--- src/rtl/uart_pkg.sv ---
// Shared types for the UART transmitter: FSM state encoding and the
// select code that steers the registered tx output.
package uart_pkg;

  // Frame-sequencing states of the transmit controller.
  typedef enum logic [1:0] {
    IDLE  = 2'd0,
    START = 2'd1,
    DATA  = 2'd2,
    STOP  = 2'd3
  } state_e;

  // Source for the next value of the tx register.
  typedef enum logic [1:0] {
    SEL_HIGH = 2'b00,  // idle / stop level
    SEL_LOW  = 2'b01,  // start bit
    SEL_DATA = 2'b10   // current LSB of the shift register
  } tx_sel_e;

endpackage

--- src/rtl/uart_tx_controller.sv ---
// Transmit sequencer: walks IDLE -> START -> DATA -> STOP, times each bit
// with the baud counter and tells the datapath when to load, when to shift
// and which level tx must take on the coming clock edge.
module uart_tx_controller
  import uart_pkg::*;
#(
  parameter int CLKS_PER_BIT = 1,
  parameter int DATA_BITS    = 8
) (
  input  logic    clk,
  input  logic    rst,
  input  logic    start_i,
  output logic    load_o,
  output logic    shift_en_o,
  output tx_sel_e tx_sel_o
);

  localparam int                BAUD_W    = $clog2(CLKS_PER_BIT) + 1;
  localparam logic [BAUD_W-1:0] BAUD_LAST = BAUD_W'(CLKS_PER_BIT - 1);
  localparam logic [3:0]        BIT_LAST  = 4'(DATA_BITS - 1);

  state_e            state_q, state_d;
  logic [BAUD_W-1:0] baud_cnt_q, baud_cnt_d;
  logic [3:0]        bit_cnt_q, bit_cnt_d;
  logic              baud_done;

  assign baud_done = (baud_cnt_q == BAUD_LAST);

  // Next-state, counter updates and datapath controls for the coming edge.
  always_comb begin
    // NOTE: every output of this block gets a default first, so no path
    // leaves a signal unassigned and no latch is inferred.
    state_d    = state_q;
    baud_cnt_d = baud_cnt_q;
    bit_cnt_d  = bit_cnt_q;
    load_o     = 1'b0;
    shift_en_o = 1'b0;
    tx_sel_o   = SEL_HIGH;

    case (state_q)
      IDLE: begin
        if (start_i) begin
          // Start bit appears on the same edge that captures the byte.
          load_o     = 1'b1;
          baud_cnt_d = '0;
          bit_cnt_d  = '0;
          state_d    = START;
          tx_sel_o   = SEL_LOW;
        end
      end

      START: begin
        tx_sel_o = SEL_LOW;
        if (baud_done) begin
          baud_cnt_d = '0;
          state_d    = DATA;
          tx_sel_o   = SEL_DATA;
        end else begin
          baud_cnt_d = baud_cnt_q + BAUD_W'(1);
        end
      end

      DATA: begin
        tx_sel_o = SEL_DATA;
        if (baud_done) begin
          baud_cnt_d = '0;
          if (bit_cnt_q == BIT_LAST) begin
            bit_cnt_d = '0;
            state_d   = STOP;
            tx_sel_o  = SEL_HIGH;
          end else begin
            bit_cnt_d  = bit_cnt_q + 4'd1;
            shift_en_o = 1'b1;
          end
        end else begin
          baud_cnt_d = baud_cnt_q + BAUD_W'(1);
        end
      end

      STOP: begin
        tx_sel_o = SEL_HIGH;
        if (baud_done) begin
          baud_cnt_d = '0;
          state_d    = IDLE;
        end else begin
          baud_cnt_d = baud_cnt_q + BAUD_W'(1);
        end
      end

      default: begin
        state_d = IDLE;
      end
    endcase
  end

  // State and counter registers.
  always_ff @(posedge clk or negedge rst) begin
    // NOTE: non-blocking assignments here so every register samples the
    // pre-edge values, independent of statement order.
    if (!rst) begin
      state_q    <= IDLE;
      baud_cnt_q <= '0;
      bit_cnt_q  <= '0;
    end else begin
      state_q    <= state_d;
      baud_cnt_q <= baud_cnt_d;
      bit_cnt_q  <= bit_cnt_d;
    end
  end

endmodule

--- src/rtl/uart_transmitter.sv ---
// UART transmitter top: 8N1 framing, LSB first, registered idle-high tx.
// Holds the payload shift register and the tx output register; sequencing
// lives in uart_tx_controller.
module uart_transmitter
  import uart_pkg::*;
#(
  parameter int CLKS_PER_BIT = 1,
  parameter int DATA_BITS    = 8
) (
  input  logic                 clk,
  input  logic                 rst,
  input  logic                 start,
  input  logic [DATA_BITS-1:0] data_in,
  output logic                 tx
);

  logic                 load;
  logic                 shift_en;
  tx_sel_e              tx_sel;
  logic [DATA_BITS-1:0] shift_q, shift_d;
  logic                 tx_q, tx_d;

  uart_tx_controller #(
    .CLKS_PER_BIT (CLKS_PER_BIT),
    .DATA_BITS    (DATA_BITS)
  ) u_ctrl (
    .clk        (clk),
    .rst        (rst),
    .start_i    (start),
    .load_o     (load),
    .shift_en_o (shift_en),
    .tx_sel_o   (tx_sel)
  );

  // Shift register next value: capture the byte on load, shift right per bit.
  always_comb begin
    shift_d = shift_q;
    if (load) begin
      shift_d = data_in;
    end else if (shift_en) begin
      shift_d = {1'b0, shift_q[DATA_BITS-1:1]};
    end
  end

  // tx mux, fed from the post-edge shift value so a new data bit appears on
  // the same edge that shifts it into position.
  always_comb begin
    case (tx_sel)
      SEL_HIGH: tx_d = 1'b1;
      SEL_LOW:  tx_d = 1'b0;
      SEL_DATA: tx_d = shift_d[0];
      default:  tx_d = 1'b1;
    endcase
  end

  // Payload and serial-output registers.
  always_ff @(posedge clk or negedge rst) begin
    // NOTE: the shift register is cleared on reset even though a load always
    // precedes its use; this keeps post-reset state fully defined.
    if (!rst) begin
      shift_q <= '0;
      tx_q    <= 1'b1;
    end else begin
      shift_q <= shift_d;
      tx_q    <= tx_d;
    end
  end

  assign tx = tx_q;

endmodule

--- config.mk ---
export PLATFORM = sky130hd
export DESIGN_NAME = uart_transmitter
export DESIGN_NICKNAME = d
export VERILOG_FILES = /design/src/rtl/uart_pkg.sv /design/src/rtl/uart_tx_controller.sv /design/src/rtl/uart_transmitter.sv
export SDC_FILE = /design/constraint.sdc
export NUM_CORES = 1
export LEC_CHECK = 0
export ABC_CLOCK_PERIOD_IN_PS = 2000
export BUFFER_PORTS_ARGS = -buffer_cell sky130_fd_sc_hd__buf_2
export CORE_MARGIN = 5
export CORE_UTILIZATION = 38
export CTS_CLUSTER_DIAMETER = 40
export DETAILED_ROUTE_END_ITERATION = 8
export PLACE_DENSITY_LB_ADDON = 0.1
export SLEW_MARGIN = 15
export SYNTH_ARGS = -nofsm -noshare
export SYNTH_HDL_FRONTEND = slang
export SYNTH_SLANG_ARGS = --single-unit
--- constraint.sdc ---
create_clock -name clk -period 2 [get_ports clk]
set_clock_uncertainty 0.05 [all_clocks]
set_input_delay 0.4 -clock clk [delete_from_list [all_inputs] [get_ports clk]]
set_output_delay 0.4 -clock clk [all_outputs]
set_load 0.05 [all_outputs]
==> results of run 1 <==
placed cells by master, fill, tap and decap left out:
cell           instances
ha_1                   4
nor2_1                 8
mux2_2                 1
and2b_1                1
clkbuf_1               1
clkbuf_4               3
buf_2                 11
nand3_1                3
nand2_1                4
dlygate4sd3_1          1
nor2b_1                1
a22o_2                 1
inv_1                  3
a21o_1                 1
buf_4                  1
a21boi_0               1
dfrtp_1               14
a31o_2                 1
or2b_1                 1
dfstp_2                1
nand2_4                1
nor3_1                 3
o21ai_0                1
nand2_2                1
a32o_1                 2
mux2i_1                7
o22ai_1                1
a21oi_1                8
mux2_4                 1
nand3b_4               1
a31oi_1                1
Yosys cell counts:
cell	instances
dfrtp_1	14
a21oi_1	8
nor2_1	8
mux2i_1	7
ha_1	4
nand2_1	4
inv_1	3
nand3_1	3
nor3_1	3
a32o_1	2
a21boi_0	1
a21o_1	1
a22o_2	1
a31o_2	1
a31oi_1	1
and2b_1	1
buf_6	1
clkbuf_1	1
dfstp_2	1
mux2_2	1
mux2_4	1
nand2_2	1
nand2_4	1
nand3b_4	1
nor2b_1	1
o21ai_0	1
o22ai_1	1
or2b_1	1
path summary, 6_finish.rpt:
path	start	to	slack [ps]	depth (start not counted)
worst max-delay path	u_ctrl.state_q[1]$_DFFE_PN0P_	u_ctrl.bit_cnt_q[3]$_DFFE_PN0P_	270	6
worst min-delay path	data_in[7]	shift_q[7]$_DFFE_PN0P_	310	3
worst max register to register	u_ctrl.state_q[1]$_DFFE_PN0P_	u_ctrl.bit_cnt_q[3]$_DFFE_PN0P_	270	6
worst min register to register	shift_q[7]$_DFFE_PN0P_	shift_q[7]$_DFFE_PN0P_	460	2
max in group asynchronous	rst	tx$_DFF_PN1_	1100	2
min in group asynchronous	rst	u_ctrl.bit_cnt_q[0]$_DFFE_PN0P_	500	2
worst register-to-register path: stages, from the launching register on:
cell and delay, ps:
dfrtp_1 440, inv_1 100, ha_1 260, mux2i_1 470, nor3_1 100, a21oi_1 120
o21ai_0 90
flip-flops by register name (all words and copies together), names as in the netlist:
register,flops
shift_q,8
u_ctrl.bit_cnt_q,4
u_ctrl.state_q,2
tx,1
power by group through the flow:
stage / Combinational (mW) / Sequential (mW) / Clock (mW)
after floorplan: 0.537 / 0.536 / 0
after global placement: 0.661 / 0.526 / 0
after detailed placement: 0.660 / 0.534 / 0
after CTS: 0.665 / 0.527 / 0.179
after global routing: 0.729 / 0.541 / 0.191
final: 0.651 / 0.524 / 0.167
cell families (layout without fill, tap and decap cells):
kind of cell	after synthesis	in the layout	synth area share
flip-flops	15	15	0.474
multiplexers	9	9	0.121
AO/OA/AOI/OAI	17	17	0.140
AND/OR/NAND/NOR	24	24	0.169
buffers and inverters	5	20	0.0331
adder cells (fa/ha/maj)	4	4	0.0630
area by class of cell:
cell class / count / area [um^2]
Fill cell: 197 / 1070
Multi-Input combinational cell: 54 / 392
Sequential cell: 15 / 377
Timing Repair Buffer: 13 / 72.6
Tap cell: 27 / 33.8
Clock buffer: 4 / 26.3
Inverter: 3 / 11.3
layer usage:
layer,part of all wire,track usage,up-vias
li1,-,-,293
met1,0.50,0.119,261
met2,0.45,0.152,7
met3,0.049,0.0418,0
met4,0,0.0521,0
met5,0,0,-
stage by stage:
step | hold slack (ps) | setup WS, ps | std cells | cell area (um^2) | power (mW)
2_1_floorplan | 54.4 | 493 | 74 | 795 | 1.07
3_3_place_gp | 279 | 368 | 111 | 876 | 1.19
3_5_place_dp | 282 | 281 | 111 | 876 | 1.19
4_1_cts | 299 | 260 | 116 | 912 | 1.37
5_1_grt | 310 | 87.1 | 116 | 912 | 1.46
6_report | 312 | 272 | 116 | 912 | 1.34
==> results summary, run 1 <==
The placer congestion estimate is 0.744. For this design the ratio of total power to cell area is 1470 mW/mm^2. The detail-routed via count per cell came out at 4.84. The max-capacitance violation count came out at 0. The cell type with the highest aggregate area in the netlist is dfrtp_1.

The first global-routing pass estimated 2.46 mm of wire. The largest stage delay on the critical path came out at 470 ps. The DRC violation count after routing is 0. Of the total power, registers draw 0.391. The initial standard-cell utilization of the core came out at 0.401.

For this block, the routed nets add up to 1.41 mm of wire. Among cell families on the critical path, the largest total delay comes from multiplexers. After global routing the overflow that remains totals 0. The utilization after layout came out at 0.460. The critical path goes through inv_1 -> ha_1 -> mux2i_1 -> nor3_1 -> a21oi_1 -> o21ai_0. The number of global-route vias before repair is 588. Setup violations remaining at the end of the flow were counted as 0. STA classifies the critical path endpoint as a flip-flop. The total of hold buffers inserted after clock tree synthesis is 1. On the critical path, the stage with the largest delay is an instance of mux2i_1. The static leakage came out at 0.482 nW. The number of antenna violations at the first check in global routing was 0. Synthesis produced a netlist with a net count of 89. The worst-path maximum fanout is 6. The deepest clock path buffer count is 2.

The total number of vias is 561. CTS built an H-tree with a depth of 1. In this run the worst hold path is classified as input pin to flip-flop. The die footprint is 0.00311 mm^2. The total of buffers placed on input and output ports came out at 11.

The minimum period implied by the final worst setup slack is 1730 ps. The core region is 0.00198 mm^2. The post-CTS resize count came out at 0. Of the total power, the share spent switching nets is 0.382. Data on the critical path is required at its endpoint by 2100 ps. Setup total negative slack on the finished layout was measured at 0 ps. The wire length per cell is 12.1 um. The count of mapped cells out of synthesis came out at 74. By area the synthesized netlist is led by dfrtp_1 (44%), mux2i_1 (8.8%), ha_1 (6.3%). The internal power consumption came out at 0.829 mW. The power spent charging and discharging nets is 0.513 mW. The maximum number of pins on one net before global-route repair came out at 16. The length of the first detailed-routing pass in iterations came out at 3. The total clock buffers created by CTS is 3. The critical path is of the flip-flop to flip-flop type. In this run the cell area of the synthesized design comes to 795 um^2. The share of the clock period used by the worst path is 0.864.

The worst endpoint data arrival time came out at 1830 ps. The horizontal die dimension came out at 55.7 um. The timing-limited maximum frequency is 579 MHz. 0 antenna diodes ended up in the layout. The post-detailed-route count of antenna-violating nets is 0.

The peak supply drop came out at 0.547 mV. Setup repair after global routing left no endpoint under its margin. After floorplanning, the core was divided into 16 placement rows. The remaining max-slew budget at the tightest pin is 0.681. Counting every sink on the clock net gives 15. The area growth from synthesis to layout is 14.8%. The detailed router finished its first iteration with 5 violations. The clock transition at the register clock pins on the worst setup and hold paths after CTS is 90 ps. The combinational power share is 0.485. The number of library cell types mapped by synthesis came out at 28. The register bit count reported by yosys came out at 15. The post-synthesis area per instance came out at 10.7 um^2. The die outline height is 55.7 um. The setup fix buffers added after clock tree synthesis came out at 0.

For this run, the number of Yosys warnings is 0. The transition time of the tightest slew-check pin is 465 ps. The final count of pins violating max slew came out at 0. The total I/O pin count came out at 12. At the end of the flow, the number of nets in the layout was 105. The count of buffering cells on the critical path with inverters included is 1.

STA classifies the critical path startpoint as a flip-flop. The later-pin clock latency in the skew report is 270 ps. The master cell of the clock root buffer is clkbuf_4. The post-detailed-placement half-perimeter wirelength is 1.06 mm. TritonCTS built the clock tree. The flow ran to the end, and the final reports show no timing, DRC or antenna violations. The share of synthesized area in the top cell type comes to 0.441. The combined global-route utilization of all metal layers came out at 0.100. The relative contribution of the clock network to total power came out at 0.125.

Of the synthesized area, sequential elements account for 0.474. The fraction of layout instances using a drive strength above 1 came out at 0.258. The number of failing hold endpoints at the final stage came out at 0.
No activity file was read; power rests on OpenSTA's default activity.
==> run 2, diff against run 1 <==
Settings changed: SYNTH_HIERARCHICAL from default to 1.
==> results summary, run 2 <==
The post-synthesis area per instance is 11.2 um^2 (+4.1%). The post-synthesis instance area came out at 838 um^2 (+5.5%). The clock transition at the register clock pins on the worst setup and hold paths after CTS is 90 ps (about the same). The initial standard-cell utilization of the core was 0.390 (-0.0107). The total number of vias is 578 (+3.0%). The library cells used most frequently in the layout, excluding fill and tap cells, are dfrtp_1 (14), buf_2 (11), mux2i_1 (7), nand2_1 (7), o21ai_1 (7).

The detailed route wirelength on metal3 was 61 um (-12%). The length of the first detailed-routing pass in iterations came to 2 (-1). The detail-routed via count per cell was 4.94 (+2.1%). The category of the worst setup path launch point is a flip-flop. The maximum number of pins on one net before global-route repair was 16 (unchanged). The combined global-route utilization of all metal layers was 0.100 (+0.000424). Relative to the synthesized area, the layout overhead comes to 12.2%.

The number of cell rows is 17 (+1). The largest registers in the layout are shift_q x8, u_ctrl/bit_cnt_q x4, u_ctrl/state_q x2. The final count of pins violating max slew is 0 (unchanged).

The total number of nets in the final design is 105 (unchanged). Setup repair after global routing left no endpoint under its margin. The count of mapped cells out of synthesis came out at 75 (+1.4%).

The library cell used most frequently in the layout, excluding fill and tap cells, is dfrtp_1. The total I/O pin count is 12 (unchanged). The worst endpoint data arrival time was 1840 ps (about the same). The number of enable flip-flop cells after synthesis was 0 (unchanged). The later-pin clock latency in the skew report is 270 ps (about the same).

The number of synthesis warnings came to 6 (+6). The deepest clock path buffer count is 2 (unchanged). The number of failing hold endpoints at the final stage came out at 0 (unchanged). The number of H-tree branching levels came out at 1 (unchanged). The sequential share of the synthesized area is 0.449 (-0.0248). The smallest setup slack after layout is 261 ps (-10.4 ps).

The share of flip-flops with an asynchronous set or reset is 1.00 (unchanged). The global-route wire length before repair is 2.51 mm (+1.9%). The register bit count reported by yosys came to 15 (unchanged).

The setup violation total in the final timing report came to 0 (unchanged). The post-detailed-route count of antenna-violating nets came to 0 (unchanged). The run finished with clean final reports. The cell with the most instances after synthesis is dfrtp_1. The fraction of layout instances using a drive strength above 1 is 0.270 (+0.0112). The wire length per cell is 12.2 um (+1.1%). The number of global-route vias before repair came to 590 (+0.34%). The total of buffers placed on input and output ports is 11 (unchanged).

The die outline height came out at 57.0 um (+2.2%). The timing-limited maximum frequency came to 575 MHz (-0.60%). The placer congestion estimate is 0.737 (-0.90%). The master cell of the clock root buffer is clkbuf_4. The overall power of the completed layout is 1.42 mW (+5.5%). The die footprint is 0.00325 mm^2 (+4.5%). The static leakage is 0.419 nW (-13%). The number of standard cells in the final layout excluding fillers is 117 (+0.86%). The synthesized design spends more area on one cell type than any other, namely dfrtp_1. The max-capacitance violation count is 0 (unchanged). The post-synth net total came out at 90 (+1.1%). TritonCTS built the clock tree. The most used flip-flop cell after synthesis is dfrtp_1. The number of violations reported at the end of detailed-routing iteration 0 is 12 (+7). The number of antenna violations at the first check in global routing is 0 (unchanged). The worst-path maximum fanout came out at 8 (+2). The met2 wirelength from detailed routing is 673 um (+5.5%). Ranked by total cell area, the synthesized netlist is headed by dfrtp_1 (42%), mux2i_1 (8.4%), ha_1 (6.0%).

The final wirelength came to 1.43 mm (+1.9%). The utilization after layout is 0.438 (-0.0223). The power density over the cells is 1510 mW/mm^2 (+2.3%). The area of the placeable core is 0.00215 mm^2 (+8.4%). The total number of clock tree sinks is 15 (unchanged). The final global-route overflow total came out at 0 (unchanged).

The post-detailed-placement half-perimeter wirelength came out at 1.08 mm (+1.6%). The cell area reported after detailed placement was 905 um^2 (+3.3%). The transition time of the tightest slew-check pin came out at 416 ps (-48.2 ps). The worst slack on hold paths came to 280 ps (-31.8 ps). The share of the clock period used by the worst path was 0.869 (+0.00522). The commonest cells after synthesis are dfrtp_1 (14), mux2i_1 (7), nand2_1 (7), o21ai_1 (7), ha_1 (4). The category of the most critical setup path is flip-flop to flip-flop.

The minimum period implied by the final worst setup slack is 1740 ps (+10.4 ps). The worst endpoint required time came to 2100 ps (about the same). The setup TNS came out at 0 ps (unchanged).

More flip-flops sit in one register than any other, and that register is shift_q. The post-route standard cell area excluding fillers is 941 um^2 (+3.2%). The worst-case setup slack after placement came to 264 ps (-16.9 ps).

The detailed-route wire length on metal 1 is 680 um (-2.4%). The horizontal die dimension is 57.0 um (+2.2%). The tightest min-delay check is of the input pin to flip-flop type. The remaining max-slew budget at the tightest pin is 0.722 (+0.0410).

STA classifies the critical path endpoint as a flip-flop. The antenna diode count is 0 (unchanged). The peak supply drop is 0.790 mV (+44%).

The fraction of synthesized cell area taken by the top area cell type came to 0.418 (-0.0230). The total clock buffers created by CTS is 3 (unchanged). Signal routing reaches up to met4. The DRC violation count after routing came out at 0 (unchanged).

The number of flip-flops in the largest register came to 8 (unchanged). The number of library cell types mapped by synthesis is 30 (+7.1%). The total instance count after detailed placement came out at 112 (+0.90%).
## run 2: cell types whose count changed after synthesis, sizes merged, moves of 2 or more
cell    previous run  this run
buf                1         4
a21oi              8         1
nor2               8         2
nor3               3         1
a22o               1         4
nand2b             0         2
o21ai              1         9
and2               0         3
## run 2: kinds of logic (layout without fill, tap and decap cells)
family                   after synthesis  in the layout  share of synthesized area
AND/OR/NAND/NOR                       23             23                      0.161
buffers and inverters                  6             20                     0.0552
adder cells (fa/ha/maj)                4              4                     0.0597
AO/OA/AOI/OAI                         18             18                      0.157
multiplexers                           9              9                      0.118
flip-flops                            15             15                      0.449
## run 2: timing repair
item,4_1_cts,5_1_grt
endpoints found under the hold margin,14,0
gates resized for setup,0,0
setup buffers,0,0
hold buffers,1,0
## run 2: final timing paths
| path | from | endpoint | slack (ps) | cells past startpoint |
|---|---|---|---|---|
| worst max-delay path | u_ctrl/state_q[0]$_DFFE_PN0P_ | shift_q[5]$_DFFE_PN0P_ | 260 | 6 |
| worst min-delay path | data_in[1] | shift_q[1]$_DFFE_PN0P_ | 280 | 3 |
| worst max register to register | u_ctrl/state_q[0]$_DFFE_PN0P_ | shift_q[5]$_DFFE_PN0P_ | 260 | 6 |
| worst min register to register | u_ctrl/state_q[0]$_DFFE_PN0P_ | u_ctrl/state_q[0]$_DFFE_PN0P_ | 460 | 1 |
| max in group asynchronous | rst | tx$_DFF_PN1_ | 1100 | 2 |
| min in group asynchronous | rst | u_ctrl/bit_cnt_q[0]$_DFFE_PN0P_ | 500 | 2 |
## run 2: layout make-up
class | instances | area (um^2)
inverters | 2 | 7.51
well taps | 28 | 35.0
multi-input cells | 54 | 415
repair buffers | 14 | 80.1
clock buffers | 4 | 26.3
fillers | 219 | 1210
flip-flops and latches | 15 | 377
## run 2: per-layer routing
metal  GRT usage  up-vias
met5           0        -
met4      0.0596        0
met3      0.0294        2
met2       0.144        6
met1       0.133      274
li1            -      296
## run 2: where the power goes
part,switching (mW),total (mW),internal [mW]
Sequential,0.0815,0.529,0.447
Combinational,0.360,0.719,0.360
Clock,0.0911,0.168,0.0772
Total,0.532,1.42,0.884
## run 2: worst max-delay path: stages, from the launching register on
cell and delay, ps:
dfrtp_1 380, inv_1 110, ha_1 340, and2_1 260
buf_4 200, mux2i_1 190, o21ai_1 80
